<file path="config.mk">
export PLATFORM = sky130hd
export DESIGN_NAME = iterative_alu
export DESIGN_NICKNAME = d
export VERILOG_FILES = /design/src/rtl/iterative_alu.sv
export SDC_FILE = /design/constraint.sdc
export NUM_CORES = 1
export LEC_CHECK = 0
export ABC_AREA = 1
export CAP_MARGIN = 40
export CORE_MARGIN = 2
export CORE_UTILIZATION = 60
export DETAILED_ROUTE_END_ITERATION = 6
export GPL_TIMING_DRIVEN = 0
export PLACE_DENSITY_LB_ADDON = 0.1
export SYNTH_ARGS = -nofsm -noshare
export SYNTH_HDL_FRONTEND = slang
export SYNTH_SLANG_ARGS = --single-unit
</file>
<file path="constraint.sdc">
create_clock -name clk -period 4.2 [get_ports clk]
set_input_delay 1.05 -clock clk [delete_from_list [all_inputs] [get_ports clk]]
set_output_delay 1.05 -clock clk [all_outputs]
set_load 0.01 [all_outputs]
</file>
<file path="src/rtl/iterative_alu.sv">
// -----------------------------------------------------------------------------
// iterative_alu
//   Multi-cycle execute unit for the multi-cycle datapath. Logical, arithmetic
//   and compare operations finish one cycle after being accepted. Shifts move
//   the accumulator one bit per cycle, so only a single-bit shifter is needed
//   instead of a full barrel shifter.
//
// Ports
//   clk        rising-edge clock
//   reset      synchronous, active-high reset
//   start      request, accepted only while busy is low
//   ALUControl 4-bit operation code from the ALU decoder
//   a          operand A (shift source)
//   b          operand B; b[SHW-1:0] is the shift amount
//   busy       high while a shift is iterating
//   done       one-cycle completion pulse
//   result     registered result, held until the next completion
//   zero       registered (result == 0)
//   illegal    registered, high when the completed op code was unsupported
// -----------------------------------------------------------------------------
module iterative_alu #(
  parameter int WIDTH = 32,
  parameter int SHW   = 5
) (
  input  logic             clk,
  input  logic             reset,
  input  logic             start,
  input  logic [3:0]       ALUControl,
  input  logic [WIDTH-1:0] a,
  input  logic [WIDTH-1:0] b,
  output logic             busy,
  output logic             done,
  output logic [WIDTH-1:0] result,
  output logic             zero,
  output logic             illegal
);

  localparam logic [3:0] OP_ADD  = 4'b0000;
  localparam logic [3:0] OP_SUB  = 4'b0010;
  localparam logic [3:0] OP_AND  = 4'b0100;
  localparam logic [3:0] OP_OR   = 4'b0110;
  localparam logic [3:0] OP_XOR  = 4'b1110;
  localparam logic [3:0] OP_SLT  = 4'b1010;
  localparam logic [3:0] OP_SLTU = 4'b1100;
  localparam logic [3:0] OP_SLL  = 4'b1000;
  localparam logic [3:0] OP_SRL  = 4'b1011;
  localparam logic [3:0] OP_SRA  = 4'b1111;

  typedef enum logic [1:0] {
    IDLE  = 2'd0,
    SHIFT = 2'd1,
    DONE  = 2'd2
  } state_t;

  state_t           r_state;
  logic [WIDTH-1:0] r_acc;
  logic [SHW-1:0]   r_count;
  logic [3:0]       r_shiftOp;
  logic             r_busy;
  logic             r_done;
  logic [WIDTH-1:0] r_result;
  logic             r_zero;
  logic             r_illegal;

  logic [WIDTH-1:0] w_value;
  logic             w_legal;
  logic             w_isShift;
  logic [SHW-1:0]   w_shiftAmt;
  logic [WIDTH-1:0] w_accStep;

  assign w_shiftAmt = b[SHW-1:0];

  // Single-cycle result for the operation presented on the inputs. Shift ops
  // return a unchanged here, which is exactly the answer for a shift by zero;
  // non-zero shifts are finished by the iterating accumulator instead.
  always_comb begin
    w_value   = '0;
    w_legal   = 1'b1;
    w_isShift = 1'b0;
    case (ALUControl)
      OP_ADD:  w_value = a + b;
      OP_SUB:  w_value = a - b;
      OP_AND:  w_value = a & b;
      OP_OR:   w_value = a | b;
      OP_XOR:  w_value = a ^ b;
      OP_SLT:  w_value = {{(WIDTH-1){1'b0}}, ($signed(a) < $signed(b))};
      OP_SLTU: w_value = {{(WIDTH-1){1'b0}}, (a < b)};
      OP_SLL, OP_SRL, OP_SRA: begin
        w_value   = a;
        w_isShift = 1'b1;
      end
      default: w_legal = 1'b0;
    endcase
  end

  // One-bit step of the latched shift; sra feeds the sign bit back in.
  always_comb begin
    w_accStep = r_acc;
    case (r_shiftOp)
      OP_SLL:  w_accStep = {r_acc[WIDTH-2:0], 1'b0};
      OP_SRL:  w_accStep = {1'b0, r_acc[WIDTH-1:1]};
      default: w_accStep = {r_acc[WIDTH-1], r_acc[WIDTH-1:1]};
    endcase
  end

  // Control FSM with registered outputs. result/zero/illegal are written only
  // on the edge that enters DONE, so they hold steady at every other time.
  always_ff @(posedge clk) begin
    if (reset) begin
      r_state   <= IDLE;
      r_acc     <= '0;
      r_count   <= '0;
      r_shiftOp <= OP_ADD;
      r_busy    <= 1'b0;
      r_done    <= 1'b0;
      r_result  <= '0;
      r_zero    <= 1'b1;
      r_illegal <= 1'b0;
    end else begin
      case (r_state)
        SHIFT: begin
          r_acc   <= w_accStep;
          r_count <= r_count - SHW'(1);
          if (r_count == SHW'(1)) begin
            r_state   <= DONE;
            r_busy    <= 1'b0;
            r_done    <= 1'b1;
            r_result  <= w_accStep;
            r_zero    <= (w_accStep == '0);
            r_illegal <= 1'b0;
          end
        end
        default: begin
          // IDLE and DONE both accept a new request (back-to-back issue).
          r_done <= 1'b0;
          r_state <= IDLE;
          if (start) begin
            if (w_isShift && (w_shiftAmt != '0)) begin
              r_state   <= SHIFT;
              r_busy    <= 1'b1;
              r_acc     <= a;
              r_count   <= w_shiftAmt;
              r_shiftOp <= ALUControl;
            end else begin
              r_state   <= DONE;
              r_done    <= 1'b1;
              r_result  <= w_legal ? w_value : '0;
              r_zero    <= w_legal ? (w_value == '0) : 1'b1;
              r_illegal <= ~w_legal;
            end
          end
        end
      endcase
    end
  end

  assign busy    = r_busy;
  assign done    = r_done;
  assign result  = r_result;
  assign zero    = r_zero;
  assign illegal = r_illegal;

endmodule

</file>
Word level (Yosys, flattened, before mapping)
Cells that the tools add are included.
{"block": "word_totals", "register_bits": 79, "wordCells": 82, "out_inout_bits": 36, "in_bits": 71}
{"block": "op_classes", "n_bitwise": 5, "n_mux": 35, "add_sub_neg": 3, "n_reduce_logical": 13, "eq_ne": 15, "order_cmp": 2}
{"operator": "2-to-1 mux 32 bit", "count": 8}
{"operator": "case mux 32 bit (8 select lines)", "count": 1}
{"operator": "logical NOT 32 bit", "count": 2}
{"operator": "less-than comparator 32 bit", "count": 2}
{"operator": "case mux 32 bit (2 select lines)", "count": 1}
{"operator": "adder 32 bit", "count": 1}
{"operator": "bitwise AND 32 bit", "count": 1}
{"operator": "equality test 4 bit, second input constant", "count": 8}
{"operator": "OR 32 bit", "count": 1}
{"operator": "subtractor 32 bit", "count": 1}
{"operator": "bitwise XOR 32 bit", "count": 1}
{"operator": "2-to-1 mux 1 bit", "count": 18}
{"operator": "2-to-1 mux 5 bit", "count": 3}
{"operator": "OR reduction 10 bit", "count": 1}
{"operator": "AND reduction 3 bit", "count": 3}
{"operator": "equality test 4 x 3 -> 1 bit, second input constant", "count": 2}
{"operator": "2-to-1 mux 2 bit", "count": 4}
{"operator": "equality test 5 x 1 -> 1 bit, second input constant", "count": 1}
{"operator": "nonzero test 5 bit", "count": 1}
{"operator": "subtractor 5 x 1 -> 5 bit, second input constant", "count": 1}
{"operator": "equality test 4 x 2 -> 1 bit, second input constant", "count": 1}
{"operator": "logical NOT 4 bit", "count": 1}
{"operator": "nonzero test 2 bit", "count": 2}
{"operator": "OR reduction 3 bit", "count": 1}
{"operator": "6 further kinds", "count": 7}

Depth between registers and ports, before layout
Gate-level depths: netlist of run 1.
{"block": "depth", "word_depth": 8, "mapped_depth": 24, "ltp_nobuf": 23}

Least setup slack after synthesis of run 1
Ideal clock, no wire load.
{"block": "synth_timing", "path_type": "in2reg", "from": "input a[0]", "to": "register r_zero (netlist: zero)", "stages": 22, "arrival_ns": 2.903, "t_required_ns": 4.142, "path_slack_ns": 1.239, "cell_sequence": "inv_1 -> ha_1 -> fa_1 -> inv_1 -> nand2_1 -> nand2_1 -> nand3_1 -> nand2_2 -> nand2_1 -> nand2_1 -> nand2_2 -> nand3_1 -> nand2_1 -> inv_1 -> nand2_1 -> nor2_1 -> nand2_1 -> nor2_1 -> nand3_1 -> nand2_1 -> nand2_1 -> nand2_1"}
{"block": "synth_via", "elab_chain_len": 7, "elab_cells_between_ends": 13, "classes_between": "add/sub: 2; order compare: 2; mux: 5; bitwise: 3; reduce/logical: 1"}
{"item": "from (decl)", "line": "29", "source": "input logic [WIDTH-1:0] a,"}
{"item": "subtractor 32 bit (tied with other cells)", "line": "82", "source": "OP_SUB: w_value = a - b;"}
{"item": "case mux 32 bit (8 select lines) (*)", "line": "80", "source": "case (ALUControl)"}
{"item": "logical NOT 32 bit (*)", "line": "148", "source": "r_zero <= w_legal ? (w_value == '0) : 1'b1;"}
{"item": "2-to-1 mux 1 bit (*)", "line": "148"}
{"item": "2-to-1 mux 1 bit (*)", "line": "138", "source": "if (w_isShift && (w_shiftAmt != '0)) begin"}
{"item": "2-to-1 mux 1 bit (*)", "line": "137", "source": "if (start) begin"}
{"item": "2-to-1 mux 1 bit (*)", "line": "120", "source": "case (r_state)"}
{"item": "to (signal assigned)", "line": "129", "source": "r_zero <= (w_accStep == '0);"}
{"item": "to (signal assigned)", "line": "148"}
{"item": "to (decl)", "line": "62", "source": "logic r_zero;"}
Mark *: on every way between the ends. The rest lies on a longest branch, timed or not. The select of a mux whose other input is x is not followed.
A chain may end at the register's enable or synchronous reset.

Worst setup path in the final report of run 1
{"block": "layout_timing", "from": "input b[3]", "to": "register r_zero (netlist: zero)"}
{"block": "layout_via", "elab_chain_len": 7, "elab_cells_between_ends": 17, "classes_between": "add/sub: 2; order compare: 2; eq/ne: 1; mux: 5; bitwise: 3; reduce/logical: 4"}
{"item": "from (decl)", "line": "30", "source": "input logic [WIDTH-1:0] b,"}
{"item": "subtractor 32 bit (tied with other cells)", "line": "82"}
{"item": "case mux 32 bit (8 select lines)", "line": "80"}
{"item": "logical NOT 32 bit", "line": "148"}
{"item": "2-to-1 mux 1 bit", "line": "148"}
{"item": "2-to-1 mux 1 bit", "line": "138"}
{"item": "2-to-1 mux 1 bit", "line": "137"}
{"item": "2-to-1 mux 1 bit", "line": "120"}
Parallel ways exist; a longest one is shown, timed or not. The select of a mux whose other input is x is not followed.

==> results.py, run 1 <==
metrics = {
    "routing": {
        "vias": 13700,
        "wl_per_cell_um": 20.7,
        "drt_drc_violations_left": 24,
        "dr.pass1.iters": 7,
        "vias_per_cell": 6.19,
        "routed_wl_um": 46000,
        "ant_nets": 0,
        "drt_iter0_markers": 2005,
    },
    "worst_setup_path": {
        "reg2reg_slack_ns": 1.43,
        "path_class": "primary input to register",
        "cp_max_fo": 8,
        "crit_buf_inv": 4,
        "required_ns": 4.49,
        "cp-start-kind": "primary input",
        "cpPeakStageDelay_ns": 0.59,
        "crit_top_cell": "nand2_1",
        "setup.worst_path.end_class": "register",
        "cp_cell_sequence": "clkdlybuf4s50_1 -> clkinvlp_4 -> ha_1 -> buf_2 -> nand2_1 -> nand2_1 -> a21oi_1 -> nand2_1 -> inv_1 -> o21ai_2 -> or2_0 -> nand3_1 -> nand3_1 -> nor2_1 -> nand2_1 -> nor2_1 -> nand3_1 -> nand2_1 -> nand2_1 -> nand2_1",
        "cp_data_arrival_time_ns": 4.32,
        "critPathTopFamily": "simple AND/OR/NAND/NOR gates",
        "crit_slowest_cell": "clkdlybuf4s50_1",
    },
    "run": {
        "maxCapViolCount": 0,
    },
    "power": {
        "powerDensity_mw_per_mm2": 248,
        "p_leak_uw": 0.00634,
        "vdd_ir_drop_max_mv": 0.367,
        "total_power_uw": 3100,
    },
    "clock_network": {
        "htreeDepth": 3,
        "clock-sinks": 78,
        "clock_path_buffers": 2,
        "cts_tree": "done",
        "cts_hold_buf": 0,
        "clk_latency_ns": 0.34,
        "clock-root-buffer": "clkbuf_16",
        "clkTransAtPathRegs_ns": 0.06,
        "numCtsBuffers": 9,
    },
    "timing": {
        "setup_viol": 0,
        "finClkSkew_ns": 0.00743,
        "tns_ns": 0,
        "slew-limit-headroom_pct": 47.2,
        "fin_crit_ns": 4.03,
        "clock.fmax_mhz": 248,
        "period_share_pct": 95.9,
        "drv_slew": 0,
        "worstMarginPinSlew_ns": 0.784,
        "grt_setup_unrepaired": "no",
        "hold_viol_final": 0,
    },
    "logic_synthesis": {
        "synth_warnings": 0,
        "synth_area_leader_cell": "nand2_1",
        "ys_ff_latch": 78,
        "ys_seq_area_share_pct": 14.6,
        "synth_nets": 2057,
        "synth_top_flop_cell": "dfxtp_1",
        "yosysUniqueCellTypes": 50,
        "synth-xor-area-share_pct": 0.0816,
        "synth_top_cell_area_share_pct": 20.2,
        "synth_top_family_by_area": "simple AND/OR/NAND/NOR gates",
        "syn_avg_cell_area_um2": 5.74,
        "ys_top_cells_by_area": "nand2_1, dfxtp_1, ha_1",
        "synth_compound_area_share_pct": 16.1,
        "netlist_instances": 1869,
        "async_flop_share_pct": 0,
        "synth_edf_count": 0,
        "synthSimpleGateAreaFrac_pct": 39.8,
        "muxShareOfSynthArea_pct": 0.373,
        "synthAdderAreaFrac_pct": 13.8,
        "netlist_area_mm2": 0.0107,
    },
    "cells_and_area": {
        "nNetsFinal": 2176,
        "area_growth_pct": 16.5,
        "final_cell_mix": "nand2_1, inv_1, nand3_1",
        "drive_gt1_share_pct": 7.78,
        "final_util_pct": 71.8,
        "final_common_cell": "nand2_1",
        "antenna_cells": 0,
    },
    "global_routing": {
        "antenna_found_initial": 1,
        "grt_usage_pct": 48.0,
        "grt.overflow.total": 0,
        "grt_max_degree": 14,
        "grt_pass1_wl_um": 68500,
        "first_global_vias": 12700,
    },
    "place": {
        "portBuffers": 106,
        "gp_congestion": 1.05,
        "dp_hpwl_um": 35200,
    },
    "die": {
        "floorplan.core_area_mm2": 0.0174,
        "die_area_mm2": 0.0190,
        "initial_core_util_pct": 61.6,
        "pin_count": 107,
        "die_h_um": 138,
        "die_x_um": 138,
        "rows": 48,
    },
    "status": {
        "violations": "design-rule violations",
        "status": "finished, violations left",
    },
    "hold_path": {
        "hold_class": "register to register",
    },
}
==> layout make-up <==
type / instances / area [um^2]
flip-flops and latches: 78 / 1560
repair buffers: 108 / 1110
clock buffers: 10 / 229
plain buffers: 72 / 478
multi-input cells: 1411 / 7560
inverters: 308 / 1160
fillers: 1523 / 4920
clock inverters: 6 / 110
well taps: 225 / 282
==> sequential cells by signal (all words and copies together) (netlist names), 4 cells and up <==
| register | count |
|---|---|
| r_count | 5 |
| r_acc | 32 |
| result | 32 |
| r_shiftOp | 4 |
==> worst paths after layout <==
kind	start	end	cells after the start
hold / removal	r_shiftOp[0]	r_shiftOp[0]	2
setup reg to reg	r_shiftOp[3]	zero	13
hold reg to reg	r_shiftOp[0]	r_shiftOp[0]	2
setup / recovery	b[3]	zero	20
==> where the power goes <==
part | switching [uW] | internal [uW] | total, uW | leakage [uW]
Clock | 321 | 580 | 901 | 0.000159
Sequential | 38.6 | 790 | 829 | 0.000638
Combinational | 908 | 464 | 1370 | 0.00554
==> timing repair <==
item,CTS,global route
pin swaps,0,0
setup endpoints to repair,1,2
endpoints found under the hold margin,0,0
gates resized for setup,1,23
setup buffers,0,1
==> routing by layer <==
metal	vias to the layer above	wire, um	global-route usage, %	share of wire, %
met5	-	12	0	0.026
met4	2	3510	29.9	7.6
met3	289	6620	14.7	14
met2	1138	19400	74.9	42
met1	6062	16400	57.3	36
li1	6236	-	-	-
==> cell usage after synthesis (2+ instances only) <==
cell	n
nand2_1	578
inv_1	295
nand3_1	156
nor2_1	149
ha_1	115
o21ai_0	83
dfxtp_1	78
a31oi_1	64
a21oi_1	57
o22ai_1	28
clkbuf_1	22
nand4_1	21
nor2_2	20
nor3_1	18
a221oi_1	17
buf_2	17
buf_4	17
buf_6	15
nand2_2	15
or2_2	14
o21bai_1	13
inv_2	11
and2_1	7
a211oi_1	5
nand3_2	5
nor3_2	5
a21oi_2	4
mux2i_1	4
o211ai_1	4
a22oi_1	3
nand3b_1	3
nor4_1	3
o21ai_1	3
and3_1	2
fa_1	2
o21a_1	2
==> metrics by stage <==
stage	instances	hold slack (ns)	instance area (um^2)	setup slack (ns)
2_1_floorplan	1869	0.425	10700	1.24
6_report	2218	0.471	12500	0.174
5_1_grt	2218	0.494	12500	0.00730
4_1_cts	2216	0.470	12400	0.0226
3_5_place_dp	2200	0.449	12100	-0.406
3_3_place_gp	2200	0.441	12100	-0.330
==> worst register-to-register path, delay by kind of cell (launching register included) <==
| family | cells | cell delay, ns |
|---|---|---|
| DFF | 1 | 0.34 |
| and+or+nand+nor | 9 | 1.32 |
| buffers and inverters | 2 | 0.37 |
| AOI/OAI and AO/OA | 2 | 0.69 |
==> kinds of logic after synthesis <==
group / count (synthesis)
xor gates and xnor gates: 1
muxes: 4
buffers and inverters: 380
and+or+nand+nor: 1001
adders and majority gates: 117
DFF: 78
AOI/OAI and AO/OA: 288
No activity file was read; power rests on OpenSTA's default activity.
==> inputs of run 2 (changes only) <==
--- a/config.mk
+++ b/config.mk
@@ -7,11 +7,10 @@
 export LEC_CHECK = 0
 export ABC_AREA = 1
 export CAP_MARGIN = 40
-export CORE_MARGIN = 2
 export CORE_UTILIZATION = 60
 export DETAILED_ROUTE_END_ITERATION = 6
 export GPL_TIMING_DRIVEN = 0
-export PLACE_DENSITY_LB_ADDON = 0.1
+export PLACE_DENSITY = 0.81
 export SYNTH_ARGS = -nofsm -noshare
 export SYNTH_HDL_FRONTEND = slang
 export SYNTH_SLANG_ARGS = --single-unit
==> run 2 against run 1 <==
The flow now finishes without violations. Cell count about the same. Sequential power about the same. Core utilization decreased by 0.26 points. Largest cell class unchanged. Fmax decreased by 0.64%. Final area decreased by 0.71%. Worst setup slack got worse by 0.026 ns. Register-to-register slack improved by 0.46 ns. Clock skew decreased by 0.0015 ns. Clock-buffer cell count increased by 3.
==> results.py, run 2 (synthesized netlist as in run 1, its figures left out) <==
metrics = {
    "worst_setup_path": {
        "r2r-start": "r_shiftOp[2]",
        "setup.worst_path.end_class": "register",
        "required_ns": 4.50,
        "reg2reg_slack_ns": 1.89,
        "cp_data_arrival_time_ns": 4.35,
        "rr_worst_depth": 14,
        "cp_max_fo": 3,
        "path_class": "primary input to register",
        "r2r_end": "zero",
        "cp-start-kind": "primary input",
    },
    "clock_network": {
        "clk_latency_ns": 0.35,
        "numCtsBuffers": 9,
        "clock-root-buffer": "clkbuf_16",
        "htreeDepth": 3,
        "clock-sinks": 78,
        "clkTransAtPathRegs_ns": 0.06,
        "clock_path_buffers": 2,
        "cts_tree": "done",
    },
    "cells_and_area": {
        "drive_gt1_share_pct": 7.43,
        "area_growth_pct": 15.7,
        "final_common_cell": "nand2_1",
        "fin_area_mm2": 0.0124,
        "final_cells": 2217,
        "nNetsFinal": 2175,
        "final_cell_mix": "nand2_1, inv_1, nand3_1",
        "antenna_cells": 0,
        "final_util_pct": 71.5,
    },
    "routing": {
        "routed_wl_um": 44000,
        "ant_nets": 0,
        "dr.pass1.iters": 7,
        "drt_drc_violations_left": 0,
        "wl_per_cell_um": 19.8,
        "vias_per_cell": 6.08,
        "vias": 13500,
        "drt_iter0_markers": 1724,
    },
    "timing": {
        "setup_viol": 0,
        "fin_crit_ns": 4.05,
        "worstMarginPinSlew_ns": 0.755,
        "clock.fmax_mhz": 247,
        "hold_viol_final": 0,
        "grt_setup_unrepaired": "no",
        "tns_ns": 0,
        "drv_slew": 0,
        "slew-limit-headroom_pct": 49.6,
        "finClkSkew_ns": 0.00593,
        "period_share_pct": 96.5,
    },
    "place": {
        "dpl.cell_count": 2200,
        "place_area_mm2": 0.0121,
        "portBuffers": 106,
        "gp_congestion": 1.09,
        "dp_hpwl_um": 34900,
    },
    "global_routing": {
        "grt_usage_pct": 48.5,
        "first_global_vias": 12500,
        "grt.overflow.total": 0,
        "grt_pass1_wl_um": 67500,
        "grt_max_degree": 13,
        "antenna_found_initial": 1,
    },
    "die": {
        "floorplan.core_area_mm2": 0.0174,
        "die_x_um": 136,
        "die_h_um": 136,
        "initial_core_util_pct": 61.8,
        "die_area_mm2": 0.0184,
        "pin_count": 107,
        "rows": 48,
    },
    "hold_path": {
        "holdPathEnd": "r_shiftOp[1]",
        "hold_class": "register to register",
        "min_from": "r_shiftOp[1]",
        "worstHoldPathCells": 2,
    },
    "status": {
        "status": "completed",
    },
    "power": {
        "p_leak_uw": 0.00626,
        "total_power_uw": 2960,
        "powerDensity_mw_per_mm2": 239,
        "vdd_ir_drop_max_mv": 0.379,
    },
    "run": {
        "maxCapViolCount": 0,
    },
}
## run 2: cell count changes in the layout (fill, tap and decap cells not counted), moves of 2 or more
cell / change
bufinv_16: -2
clkbuf_1: +2
clkdlybuf4s50_1: +6
clkinvlp_4: -2
dlymetal6s2s_1: -6
nor2_1: +2
nor2_4: -2
## run 2: repair_timing
item,4_1_cts,5_1_grt
pin swaps,0,0
setup endpoints to repair,1,2
hold buffers,0,0
gates resized for setup,1,12
buffers inserted,0,1
## run 2: worst max-delay path, cell delays in order
cell and delay (ns):
clkdlybuf4s50_1 0.53, inv_1 0.16, ha_1 0.28, fa_1 0.39, inv_1 0.11, nand2_1 0.08, nand2_1 0.07, nand3_1 0.18
nand2_2 0.18, nand2_1 0.08, nand2_1 0.13, nand2_1 0.06, nand3_1 0.07, nand3_1 0.17, nor3_1 0.25, nand3_1 0.12
nor2_1 0.11, nand3_1 0.13, nand2_1 0.10, nand2_1 0.05, nand2_1 0.05
## run 2: cell type report
| type | count | area (um^2) |
|---|---|---|
| Clock inverter | 3 | 43.8 |
| Buffer | 72 | 478 |
| Inverter | 308 | 1160 |
| Multi-Input combinational cell | 1411 | 7550 |
| Tap cell | 225 | 282 |
| Clock buffer | 13 | 250 |
| Timing Repair Buffer | 107 | 1090 |
| Fill cell | 1561 | 4940 |
| Sequential cell | 78 | 1560 |
## run 2: worst max-delay path by stage
stage,from,to,depth (start not counted)
floorplan,a[0],zero,22
global placement,a[21],zero,21
detailed placement,a[23],zero,21
CTS,a[23],zero,21
global route,a[4],zero,21
finish,a[0],zero,21
## run 2: metrics by stage
stage | hold WS [ns] | setup slack, ns
5_1_grt | 0.481 | 0.0195
3_5_place_dp | 0.455 | -0.429
3_3_place_gp | 0.441 | -0.386
6_report | 0.460 | 0.148
4_1_cts | 0.464 | 0.144
2_1_floorplan | 0.425 | 1.24
## run 2: power by group
part	internal, uW	total (uW)	switching (uW)
Sequential	790	828	37.8
Combinational	460	1340	878
Clock	477	795	318
Total	1730	2960	1230
## run 2: layer usage
layer / global-route usage [%] / part of all wire, % / vias up
met3: 13.9 / 13 / 250
met5: 0 / 0.027 / -
met1: 58.0 / 37 / 6037
li1: - / - / 6235
met4: 27.3 / 6.7 / 2
met2: 77.5 / 44 / 946
==> inputs of run 3 (changes only) <==
--- a/config.mk
+++ b/config.mk
@@ -7,10 +7,12 @@
 export LEC_CHECK = 0
 export ABC_AREA = 1
 export CAP_MARGIN = 40
+export CORE_ASPECT_RATIO = 0.6
 export CORE_UTILIZATION = 60
 export DETAILED_ROUTE_END_ITERATION = 6
 export GPL_TIMING_DRIVEN = 0
 export PLACE_DENSITY = 0.81
+export SLEW_MARGIN = 10
 export SYNTH_ARGS = -nofsm -noshare
 export SYNTH_HDL_FRONTEND = slang
 export SYNTH_SLANG_ARGS = --single-unit
==> run 3 against run 2 <==
The run now ends with design-rule violations left. Global-route usage shrank 0.53 points. Register-to-register slack got worse by 0.49 ns. Critical path depth shrank 2. Non-clock buffer count shrank 1. Clock skew increased by 0.0026 ns. Wire length up 2.8%. Flip-flop and latch count is the same. Clock-buffer cell count fell by 3. Core utilization is 0.46 points higher. Worst setup slack got worse by 0.0072 ns.
==> results.py, run 3 (synthesized netlist as in run 1, its figures left out) <==
metrics = {
    "status": {
        "status": "finished, violations left",
        "violations": "design-rule violations",
    },
    "global_routing": {
        "grt_usage_pct": 48.0,
        "first_global_vias": 12100,
        "grt.overflow.total": 0,
        "antenna_found_initial": 0,
        "grt_pass1_wl_um": 67500,
        "grt_max_degree": 14,
    },
    "clock_network": {
        "cts_tree": "done",
        "clock-root-buffer": "clkbuf_16",
        "clkTransAtPathRegs_ns": 0.06,
        "clock_path_buffers": 2,
        "numCtsBuffers": 9,
        "clock-sinks": 78,
        "htreeDepth": 3,
        "cts_hold_buf": 0,
        "clk_latency_ns": 0.35,
    },
    "cells_and_area": {
        "area_growth_pct": 16.2,
        "antenna_cells": 0,
        "multi_input_area_mm2": 0.00755,
        "final_cells": 2225,
        "final_cell_mix": "nand2_1, inv_1, nand3_1",
        "register_area_mm2": 0.00156,
        "nNetsFinal": 2174,
        "final_common_cell": "nand2_1",
        "drive_gt1_share_pct": 7.53,
        "nFillCells": 1526,
    },
    "die": {
        "die_h_um": 106,
        "initial_core_util_pct": 62.0,
        "pin_count": 107,
        "floorplan.core_area_mm2": 0.0173,
        "die_x_um": 175,
        "rows": 37,
        "die_area_mm2": 0.0184,
    },
    "worst_setup_path": {
        "required_ns": 4.50,
        "rr_worst_depth": 14,
        "cp_max_fo": 8,
        "path_class": "primary input to register",
        "cp-start-kind": "primary input",
        "cp_data_arrival_time_ns": 4.36,
        "setup.worst_path.end_class": "register",
    },
    "timing": {
        "setup_viol": 0,
        "period_share_pct": 96.6,
        "grt_setup_unrepaired": "no",
        "fin_crit_ns": 4.06,
        "finClkSkew_ns": 0.00854,
        "tns_ns": 0,
        "drv_slew": 0,
        "worstMarginPinSlew_ns": 0.876,
        "slew-limit-headroom_pct": 41.4,
        "hold_viol_final": 0,
        "clock.fmax_mhz": 246,
    },
    "run": {
        "maxCapViolCount": 0,
    },
    "power": {
        "p_switching_uw": 1270,
        "p_leak_uw": 0.00626,
        "p_int_uw": 1850,
        "powerDensity_mw_per_mm2": 250,
        "switching_share_pct": 40.7,
        "p_seq_share_pct": 26.5,
        "combPwrFrac_pct": 43.9,
        "pwr-share-clk_pct": 29.6,
        "vdd_ir_drop_max_mv": 0.216,
    },
    "routing": {
        "dr.pass1.iters": 7,
        "vias": 13700,
        "routed_wl_um": 45200,
        "drt_iter0_markers": 2394,
        "drt_drc_violations_left": 64,
        "vias_per_cell": 6.17,
        "ant_nets": 0,
        "wl_per_cell_um": 20.3,
    },
    "hold_path": {
        "hold_class": "register to register",
        "worstHoldPathCells": 2,
    },
    "place": {
        "portBuffers": 106,
        "dp_hpwl_um": 36100,
        "gp_congestion": 1.07,
        "dpl.cell_count": 2209,
    },
}
run 3: cell count changes in the layout (fill, tap and decap cells not counted), sizes merged:
cell,change
clkbuf,-3
bufinv,+2
clkdlybuf4s50,+2
dlymetal6s2s,-2
buf,-1
clkinv,+1
clkinvlp,-1
inv,+1
run 3: layout make-up:
| cell class | instances | share of cell area [%] |
|---|---|---|
| repair buffers | 106 | 8.61 |
| multi-input cells | 1411 | 60.6 |
| clock inverters | 6 | 0.873 |
| inverters | 308 | 9.32 |
| plain buffers | 72 | 3.84 |
| flip-flops and latches | 78 | 12.5 |
| clock buffers | 10 | 1.92 |
| well taps | 234 | 2.35 |
run 3: power groups by stage:
stage	sequential (uW)	clock (uW)	combinational [uW]
after detailed placement	835	0	1290
after global routing	826	933	1460
final	823	922	1370
after floorplan	844	0	796
after global placement	834	0	1260
after CTS	821	903	1300
run 3: worst paths after layout:
kind                      from         to  slack (ns)
hold / removal       result[0]  result[0]        0.47
setup / recovery         a[20]       zero        0.14
setup reg to reg  r_shiftOp[2]       zero        1.40
hold reg to reg      result[0]  result[0]        0.47
run 3: layer usage:
metal | global-route usage, % | part of all wire, %
met1 | 66.2 | 40
met2 | 67.2 | 38
met3 | 18.1 | 17
met4 | 16.7 | 4.5
met5 | 0.556 | 0
run 3: per-stage QoR:
step	hold WS (ns)	cell area (um^2)	worst slack (ns)	power, uW	util (%)
after global placement	0.438	12100	-0.104	2090	69.8
after CTS	0.473	12400	0.174	3020	71.8
after detailed placement	0.445	12100	-0.159	2120	69.8
after global routing	0.501	12500	0.00579	3220	72.0
final	0.472	12500	0.141	3110	72.0
after floorplan	0.425	10700	1.24	1640	-
run 3: repair_timing:
action,4_1_cts,5_1_grt
setup buffers,0,0
setup endpoints to repair,0,1
resized for setup,0,11
run 3: critical path, stage by stage:
cell	delay (ns)
clkdlybuf4s50_1	0.67
inv_1	0.09
ha_1	0.30
buf_4	0.17
nor2_1	0.17
nand2_1	0.16
nor2_4	0.23
nand3_1	0.24
nand3_1	0.17
nand2_1	0.06
nand3_1	0.06
nand3_1	0.19
nor2_1	0.25
nand3_1	0.11
nor2_1	0.17
nand3_1	0.10
nand2_1	0.07
nand2_1	0.05
nand2_1	0.05
